$ cat config.mk
export PLATFORM = sky130hd
export DESIGN_NAME = xylo_sequencer
export DESIGN_NICKNAME = d
export VERILOG_FILES = /design/src/rtl/xylo_sequencer.sv
export SDC_FILE = /design/constraint.sdc
export NUM_CORES = 1
export LEC_CHECK = 0
export CORE_UTILIZATION = 57
export DETAILED_ROUTE_END_ITERATION = 10
export PLACE_DENSITY_LB_ADDON = 0.3
export SYNTH_ARGS = -nofsm -noshare
export SYNTH_HDL_FRONTEND = slang
export SYNTH_SLANG_ARGS = --single-unit
$ cat constraint.sdc
create_clock -name clock -period 3.7 [get_ports clock]
set_input_delay 0.74 -clock clock [delete_from_list [all_inputs] [get_ports clock]]
set_output_delay 0.74 -clock clock [all_outputs]
set_load 0.03 [all_outputs]
$ cat src/rtl/xylo_sequencer.sv
// Melody sequencer for the xylophone note decoder: plays a fixed melody table on a,b,c,d.
// Optional macro XYLO_LOOP_EN: when defined, the melody repeats forever instead of ending in DONE.
module xylo_sequencer #(
  parameter int TICK_DIV = 4,
  parameter int LEN      = 8
) (
  input  logic clock,
  input  logic reset,
  input  logic start,
  input  logic stop,
  output logic a,
  output logic b,
  output logic c,
  output logic d,
  output logic playing,
  output logic done
);

  localparam int CW = $clog2(4 * TICK_DIV);
  localparam logic [3:0] REST = 4'b1111;
  localparam logic [3:0] LAST_IDX = 4'(LEN - 1);

  typedef enum logic [1:0] {S_IDLE, S_PLAY, S_GAP, S_DONE} state_t;

  state_t        state, next_state;
  logic [3:0]    idx, next_idx;
  logic [CW-1:0] cnt, next_cnt;
  logic [CW-1:0] last_cnt;
  logic [3:0]    code_q, next_code;
  logic          playing_q, next_playing;
  logic          done_q, next_done;

  // Note i lasts ((i mod 4)+1) beats; last_cnt is the final cycle of the current note.
  always_comb begin
    last_cnt = CW'(((int'(idx[1:0]) + 1) * TICK_DIV) - 1);
  end

  always_ff @(posedge clock or posedge reset) begin
    if (reset) begin
      state     <= S_IDLE;
      idx       <= 4'd0;
      cnt       <= '0;
      code_q    <= REST;
      playing_q <= 1'b0;
      done_q    <= 1'b0;
    end else begin
      state     <= next_state;
      idx       <= next_idx;
      cnt       <= next_cnt;
      code_q    <= next_code;
      playing_q <= next_playing;
      done_q    <= next_done;
    end
  end

  // stop outranks everything, including start.
  always_comb begin
    next_state = state;
    next_idx   = idx;
    next_cnt   = cnt;
    if (stop) begin
      next_state = S_IDLE;
      next_idx   = 4'd0;
      next_cnt   = '0;
    end else begin
      case (state)
        S_IDLE, S_DONE: begin
          if (start) begin
            next_state = S_PLAY;
            next_idx   = 4'd0;
            next_cnt   = '0;
          end
        end
        S_PLAY: begin
          if (cnt == last_cnt) begin
            next_state = S_GAP;
            next_cnt   = '0;
          end else begin
            next_cnt = cnt + CW'(1);
          end
        end
        S_GAP: begin
          next_cnt = '0;
          if (idx == LAST_IDX) begin
`ifdef XYLO_LOOP_EN
            next_state = S_PLAY;
            next_idx   = 4'd0;
`else
            next_state = S_DONE;
`endif
          end else begin
            next_state = S_PLAY;
            next_idx   = idx + 4'd1;
          end
        end
        default: begin
          next_state = S_IDLE;
          next_idx   = 4'd0;
          next_cnt   = '0;
        end
      endcase
    end
  end

  // Outputs are decoded from the next state so they are registered yet cycle-aligned with it.
  always_comb begin
    next_code    = (next_state == S_PLAY) ? next_idx : REST;
    next_playing = (next_state == S_PLAY) || (next_state == S_GAP);
    next_done    = (next_state == S_DONE);
  end

  assign a       = code_q[3];
  assign b       = code_q[2];
  assign c       = code_q[1];
  assign d       = code_q[0];
  assign playing = playing_q;
  assign done    = done_q;

endmodule

* Word level (Yosys, flattened, before mapping)
Index checks and enable logic that the tools add are counted.
** Word-level totals
- Memory bits (read-only) :: 0
- Memory bits (writable) :: 0
- Logic and storage cells :: 36
- Flip-flop bits (word level) :: 16
- Input port bits :: 4
- Output and inout port bits :: 6
- Bits in latches :: 0
- Memories :: 0
** Cells by class
- Div/mod/pow operators :: 0
- $mul :: 0
- Mux-type cells :: 14
- Bitwise operators :: 0
- Eq/ne operators :: 9
- Order comparisons :: 0
- Shifts and indexed selects :: 0
- Reduce and logical (&&, ||, !) cells :: 3
- $add $sub $neg :: 4
** Operators by type and width (count)
- $mux 4 :: 7
- $pmux 4 s3 :: 1
- $add 4x1->4 const B :: 2
- $eq 2x2->1 const B :: 4
- $mux 2 :: 4
- $pmux 4 s2 :: 1
- $pmux 2 s3 :: 1
- $eq 2x1->1 const B :: 2
- $eq 4x3->1 const B :: 1
- $eq 4x4->1 :: 1
- $sub 4x1->4 const B :: 1
- $ne 3x3->1 const B :: 1
- $add 2x1->2 const B :: 1
- $logic_not 2->1 :: 1
- $reduce_or 2->1 :: 1
- $logic_or 1x1->1 :: 1

* Depth between registers and ports, before layout
Gate-level depths: netlist of run 1.
- Depth in word-level cells :: 8
- Gate-level depth with buffers :: 9
- Depth with buffers taken out :: 8

* Worst setup path before layout of run 1
Ideal clock, no wire load.
- Path type :: register to register
- From :: reg idx[0]
- To :: reg playing_q (netlist: playing)
- Period minus slack after synthesis :: 2.001 ns
- Path buffers :: 0
- Data arrival time :: 1.889 ns
- Setup slack :: 1.699 ns
- Library setup time :: 0.113 ns
- Cell stages (with the launch flop) :: 8
- Required time :: 3.587 ns
- Cells stage by stage :: dfrtp_1 ha_1 xnor2_2 mux2i_2 a21bo_1 a221o_1 ha_1 inv_1
** Between the ends
- Longest elaborated chain between the ends :: 8
- Elaborated cells on any way between the ends :: 11
- Those cells by class :: add/sub: 2; eq/ne: 4; mux: 4; reduce/logical: 1
** Ends and longest elaborated chain
- from (decl) :: RTL line 26 : logic [3:0] idx, next_idx;
- from (signal assigned) :: RTL line 48 : idx <= next_idx;
- $add 2x1->2 :: RTL line 35 : last_cnt = CW'(((int'(idx[1:0]) + 1) * TICK_DIV) - 1);
- $sub 4x1->4 :: RTL line 35
- $eq 4x4->1 :: RTL line 75 : if (cnt == last_cnt) begin
- $mux 2 :: RTL line 75
- $pmux 2 s3 (*) :: RTL line 66 : case (state)
- $mux 2 (*) :: RTL line 61 : if (stop) begin
- $eq 2x1->1 or $eq 2x2->1 (tied branches) :: RTL line 108 : next_playing = (next_state == S_PLAY) || (next_state == S_GAP);
- $logic_or 1x1->1 (*) :: RTL line 108
- named net next_playing :: RTL line 30 : logic playing_q, next_playing;
- to (signal assigned) :: RTL line 51 : playing_q <= next_playing;
- to (decl) :: RTL line 30
Mark *: on every way through the listed nets, which the timed path passes. The rest lies on a longest branch.
A chain may end at the register's enable or synchronous reset.

* Final worst setup path of run 1
- From :: reg idx[0]
- To :: reg code_q[2]
** Between the ends
- Longest elaborated chain between the ends :: 8
- Elaborated cells on any way between the ends :: 14
- Those cells by class :: add/sub: 3; eq/ne: 3; mux: 8
** Ends and longest elaborated chain
- $add 2x1->2 :: RTL line 35
- $sub 4x1->4 :: RTL line 35
- $eq 4x4->1 :: RTL line 75
- $mux 2 :: RTL line 75
- $pmux 2 s3 :: RTL line 66
- $mux 2 :: RTL line 61
- named net next_state[0] :: RTL line 25 : state_t state, next_state;
- $eq 2x1->1 :: RTL line 107 : next_code = (next_state == S_PLAY) ? next_idx : REST;
- $mux 4 :: RTL line 107
- named net next_code[2] :: RTL line 29 : logic [3:0] code_q, next_code;
- to (signal assigned) :: RTL line 50 : code_q <= next_code;
- to (decl) :: RTL line 29
The timed path passes the listed nets, and every way through them passes these cells.

==> results of run 1 <==
## layout make-up
| class | instances | share of cell area (%) |
|---|---|---|
| multi-input cells | 61 | 44.0 |
| repair buffers | 9 | 8.80 |
| well taps | 15 | 1.83 |
| clock buffers | 4 | 3.55 |
| flip-flops and latches | 16 | 39.6 |
| inverters | 6 | 2.20 |
## cells by family after synthesis
| group | after synthesis | share of synthesized area [%] |
|---|---|---|
| flops | 16 | 45.3 |
| buf+inv | 9 | 4.33 |
| compound gates | 19 | 16.6 |
| fa+ha+maj | 6 | 8.39 |
| xor+xnor | 1 | 1.82 |
| simple gates | 34 | 22.0 |
| mux | 1 | 1.54 |
## metrics by stage
step | area, um^2 | util, % | hold slack, ns | std cells
CTS | 1020 | 74.0 | 0.556 | 111
global route | 1020 | 74.0 | 0.601 | 111
detailed placement | 987 | 71.4 | 0.544 | 107
finish | 1020 | 74.0 | 0.559 | 111
floorplan | 895 | - | 0.504 | 86
global placement | 987 | 71.4 | 0.543 | 107
## Yosys cell counts
| cell | instances | area, um^2 |
|---|---|---|
| a211oi_2 | 1 | 12.5 |
| a21bo_1 | 1 | 10.0 |
| a21boi_0 | 1 | 7.51 |
| a21oi_1 | 4 | 20.0 |
| a221o_1 | 1 | 10.0 |
| a221oi_1 | 1 | 8.76 |
| a311oi_1 | 1 | 8.76 |
| a311oi_2 | 2 | 30.0 |
| a31oi_1 | 2 | 12.5 |
| a32oi_1 | 1 | 8.76 |
| and2b_1 | 1 | 7.51 |
| and3_1 | 2 | 12.5 |
| buf_2 | 1 | 5.00 |
| buf_4 | 1 | 7.51 |
| clkbuf_1 | 1 | 3.75 |
| dfrtp_1 | 12 | 300 |
| dfstp_2 | 4 | 105 |
| ha_1 | 6 | 75.1 |
| inv_1 | 6 | 22.5 |
| mux2i_2 | 1 | 13.8 |
| nand2_1 | 5 | 18.8 |
| nand2b_1 | 7 | 43.8 |
| nand3_1 | 2 | 10.0 |
| nand3b_1 | 1 | 7.51 |
| nand4_1 | 2 | 12.5 |
| nand4b_1 | 2 | 17.5 |
| nor2_1 | 7 | 26.3 |
| nor2b_1 | 2 | 12.5 |
| nor3b_1 | 2 | 15.0 |
| nor3b_2 | 1 | 12.5 |
| o21ai_0 | 3 | 15.0 |
| o21ai_1 | 1 | 5.00 |
| xnor2_2 | 1 | 16.3 |
## sequential cells by signal, summed over array words and instances, names as in the netlist
name	flops
cnt	4
code_q	4
idx	4
state	2
done	1
playing	1
## power groups by stage
stage               combinational [mW]  clock (mW)  sequential, mW
floorplan                        0.150           0           0.288
global route                     0.289       0.125           0.247
finish                           0.268       0.118           0.242
detailed placement               0.267           0           0.246
global placement                 0.257           0           0.243
CTS                              0.267       0.118           0.243
## path summary, 6_finish.rpt
| check | startpoint | endpoint |
|---|---|---|
| max in group asynchronous | reset | code_q[2] |
| worst min register to register | cnt[1] | cnt[1] |
| min in group asynchronous | reset | state[1] |
| worst max register to register | idx[0] | code_q[2] |
| worst min-delay path | cnt[1] | cnt[1] |
| worst max-delay path | idx[0] | code_q[2] |
## routing by layer
| metal | vias to the layer above | global-route usage [%] |
|---|---|---|
| li1 | 327 | - |
| met1 | 339 | 30.7 |
| met2 | 29 | 39.4 |
| met3 | 9 | 6.09 |
| met4 | 0 | 16.8 |
| met5 | - | 0 |
## worst max-delay path, delay by kind of cell (launching register included)
family / cells / cell delay (ns)
compound gates: 1 / 0.28
simple gates: 2 / 0.22
mux: 1 / 0.44
fa+ha+maj: 2 / 0.63
xor+xnor: 1 / 0.20
flops: 1 / 0.44
==> impl_metrics.csv, run 1 <==
group,metric,value,unit
status,status,"finished, final reports clean",
floorplanning,rows,13,
worst_setup_path,max_stage_delay,0.44,ns
grt,grt_overflow,0,
worst_setup_path,reg2reg_slack,1.42,ns
routing,vias,704,
layout,fin_nets,107,
floorplanning,dieArea,1730,um^2
sta,post-route-min-period,2.28,ns
routing,dr_wl_met2,902,um
yosys,synthDistinctLibCells,33,
power_and_ir_drop,switching_share,38.8,%
worst_setup_path,startpoint_type,"flip-flop",
power_and_ir_drop,power.density,614,nW/um^2
clocking,tritoncts,"yes",
clocking,insertion_delay,0.30,ns
yosys,yosysWarnings,0,
clocking,clock-root-buffer,"clkbuf_4",
layout,multi_input_area,450,um^2
layout,syn_to_final_growth,14.4,%
power_and_ir_drop,seq_power_share,38.6,%
worst_hold_path,hold_depth,2,
grt,grt_pass1_wl,3170,um
yosys,synth-seq-area-share,45.3,%
layout,final_cell_mix,"dfrtp_1 (12), clkdlybuf4s50_1 (9), nand2b_1 (7), nor2_1 (7)",
power_and_ir_drop,power_leakage,0.434,nW
sta,slew_headroom,62.0,%
clocking,cts_setup_buffers,0,
power_and_ir_drop,switching_power,0.244,mW
yosys,synth.avg_cell_area,10.4,um^2
worst_setup_path,cp-end-kind,"flip-flop",
routing,wl_met1,775,um
floorplanning,start_util,64.7,%
power_and_ir_drop,ir_drop,0.343,mV
worst_setup_path,cp_slowest_cell,"dfrtp_1",
placed_design,io_buffers,9,
power_and_ir_drop,power.total,0.629,mW
grt,antenna_found_initial,0,
yosys,synthCells,86,
clocking,cts_resized,0,
layout,final.fill_count,104,
yosys,synth_seq_cells,16,
floorplanning,die_w,41.6,um
worst_hold_path,worstHoldPathType,"flip-flop to flip-flop",
clocking,cts.sinks,16,
worst_setup_path,cp_max_fo,6,
layout,final_layout_size_suffix_gt1_share,14.6,%
clocking,clock_path_buffers,2,
sta,skew,0.00169,ns
sta,hold_viol,0,
layout,final_common_cell,"dfrtp_1",
sta,final.setup.worst_slack,1.42,ns
floorplanning,core,1380,um^2
power_and_ir_drop,power_frac_clock,18.8,%
routing,drc,0,
clocking,cts_hold_buf,0,
routing,wl_per_cell,16.6,um
floorplanning,die_h,41.6,um
routing,finalWirelength,1850,um
sta,rsz0062_at_grt,"no",
worst_setup_path,required,3.93,ns
sta,fmax,438,MHz
routing,ant_nets,0,
grt,first_global_vias,718,
worst_setup_path,crit_chain,"ha_1 > xnor2_2 > mux2i_2 > nand2_1 > a211oi_2 > ha_1 > nand2b_1",
yosys,syn_nets,96,
worst_setup_path,crit_type,"flip-flop to flip-flop",
clocking,htreeDepth,1,
worst_setup_path,timing.critical_path.mode_cell,"ha_1",
placed_design,place_ws,1.30,ns
clocking,numCtsBuffers,3,
placed_design,hpwl,1360,um
grt,grt_max_degree,17,
routing,top_layer_used,"met4",
sta,finalMaxSlewViolations,0,
routing,vias_per_cell,6.34,
layout,diodes,0,
yosys,synth.cell_area,895,um^2
clocking,clk_pin_slew,0.09,ns
routing,met3_length,96,um
routing,drt_iter0_drc,27,
routing,drt_first_pass_iters,4,
power_and_ir_drop,intPower,0.385,mW
floorplanning,io_pins,10,
placed_design,place.gp.congestion,0.848,
worst_setup_path,cp_data_arrival_time,2.51,ns
sta,max_slew.worst_pin.slew,0.569,ns
sta,finalSetupTns,0,ns
grt,grt_use_total,25.2,%
sta,period_share,61.7,%
sta,finalSetupViolCount,0,
job,maxCapViolations,0,
worst_setup_path,r2r_cells,7,
layout,seq_area,405,um^2
power_and_ir_drop,combPwrFrac,42.6,%
Note: power is estimated with default switching activity, not from simulation.
==> run 2: changes to the inputs <==
- CORE_UTILIZATION: 57 -> 53
- clock period: 3.7 -> 2.25 ns (I/O delays scaled with it)
==> impl_metrics.csv, run 2 (synthesis results as in run 1) <==
group,metric,value,unit
worst_setup_path,required,2.45,ns
worst_setup_path,cp_data_arrival_time,2.29,ns
sta,final.setup.worst_slack,0.156,ns
worst_setup_path,cp_max_fo,6,
power_and_ir_drop,power.density,999,nW/um^2
sta,fmax,477,MHz
worst_setup_path,reg2reg_slack,0.16,ns
power_and_ir_drop,ir_drop,0.608,mV
routing,drt_first_pass_iters,4,
layout,fin_nets,111,
clocking,tritoncts,"yes",
worst_hold_path,worstHoldPathType,"primary input to asynchronous set/reset pin",
layout,final_cell_mix,"dfrtp_1 (11), clkdlybuf4s50_1 (9), nand2b_1 (7), nor2_1 (7), inv_1 (6)",
sta,finalSetupViolCount,0,
status,status,"finished, final reports clean",
layout,final_common_cell,"dfrtp_1",
sta,skew,0.00748,ns
worst_setup_path,r2r_cells,7,
grt,antenna_found_initial,0,
sta,max_slew.worst_pin.slew,0.610,ns
sta,slew_headroom,59.3,%
layout,diodes,0,
routing,finalWirelength,1850,um
clocking,cts.sinks,16,
clocking,clock_path_buffers,2,
routing,drc,0,
grt,grt_max_degree,17,
grt,first_global_vias,663,
floorplanning,die_w,43.1,um
sta,finalMaxSlewViolations,0,
layout,final_layout_size_suffix_gt1_share,21.0,%
sta,finalSetupTns,0,ns
clocking,clk_pin_slew,0.10,ns
floorplanning,io_pins,10,
worst_setup_path,crit_type,"flip-flop to flip-flop",
worst_setup_path,startpoint_type,"flip-flop",
floorplanning,rows,14,
sta,period_share,93.1,%
floorplanning,core,1540,um^2
floorplanning,die_h,43.1,um
layout,syn_to_final_growth,21.5,%
placed_design,io_buffers,9,
clocking,insertion_delay,0.30,ns
layout,largestRegisters,"cnt (4), code_q (4), idx (4)",
clocking,cts_hold_buf,0,
worst_setup_path,cp-end-kind,"flip-flop",
floorplanning,start_util,58.0,%
routing,ant_nets,0,
routing,vias_per_cell,6.17,
clocking,clock-root-buffer,"clkbuf_4",
floorplanning,dieArea,1860,um^2
routing,vias,716,
sta,post-route-min-period,2.09,ns
placed_design,place_ws,0.0292,ns
worst_setup_path,startpoint,"idx[0]",
clocking,numCtsBuffers,3,
sta,hold_viol,0,
worst_setup_path,regToRegStartpoint,"idx[0]",
placed_design,place.gp.congestion,0.834,
routing,wl_per_cell,16.0,um
clocking,htreeDepth,1,
routing,drt_iter0_drc,17,
placed_design,hpwl,1300,um
job,maxCapViolations,0,
sta,rsz0062_at_grt,"no",
worst_setup_path,worst_r2r_endpoint,"playing",
grt,grt_use_total,22.5,%
grt,grt_overflow,0,
power_and_ir_drop,power_leakage,0.449,nW
grt,grt_pass1_wl,3060,um
## run 2: per-layer routing
| metal | vias to the layer above | track usage (%) | part of all wire (%) |
|---|---|---|---|
| met2 | 25 | 32.5 | 49 |
| met5 | - | 0 | 0 |
| met1 | 351 | 31.6 | 43 |
| li1 | 334 | - | - |
| met4 | 0 | 10.3 | 2.2 |
| met3 | 6 | 5.53 | 5.5 |
## run 2: through the flow
stage          hold slack, ns  area, um^2  total power [mW]  instances  util, %
2_1_floorplan           0.361         895             0.721         86        -
3_3_place_gp            0.536        1010             0.841        111     65.6
3_5_place_dp            0.540        1010             0.857        111     65.6
4_1_cts                 0.528        1050              1.05        115     67.9
5_1_grt                 0.578        1090              1.16        116     70.5
6_report                0.512        1090              1.09        116     70.5
## run 2: cell type report
type                       instances  area [um^2]
fill                             113          454
tap                               16         20.0
timing repair buffer              13          120
multi-input combinational         61          482
inverter                           6         22.5
sequential                        16          407
clock buffer                       4         36.3
## run 2: how the worst max path moves through the flow
stage                end  depth (start not counted)
2_1_floorplan    playing                          7
3_3_place_gp     playing                          7
3_5_place_dp   code_q[2]                          7
4_1_cts        code_q[1]                          7
5_1_grt          playing                          7
6_report         playing                          7
## run 2: where the power goes
part	internal, mW	leakage [nW]	switching [mW]
Clock	0.0987	0.0210	0.0984
Sequential	0.365	0.205	0.0378
Combinational	0.199	0.224	0.288
## run 2: critical path, cell delays in order (launching register included)
cell and delay (ns):
dfrtp_2 0.47, ha_4 0.26, xnor2_2 0.15, mux2i_4 0.22, a21bo_1 0.22, a221o_1 0.32
ha_2 0.31, inv_1 0.03
## run 2: repair_timing
item                                    in CTS  in global routing
buffers inserted                             0                  1
resized for setup                            0                  5
endpoints found under the setup margin       0                  5
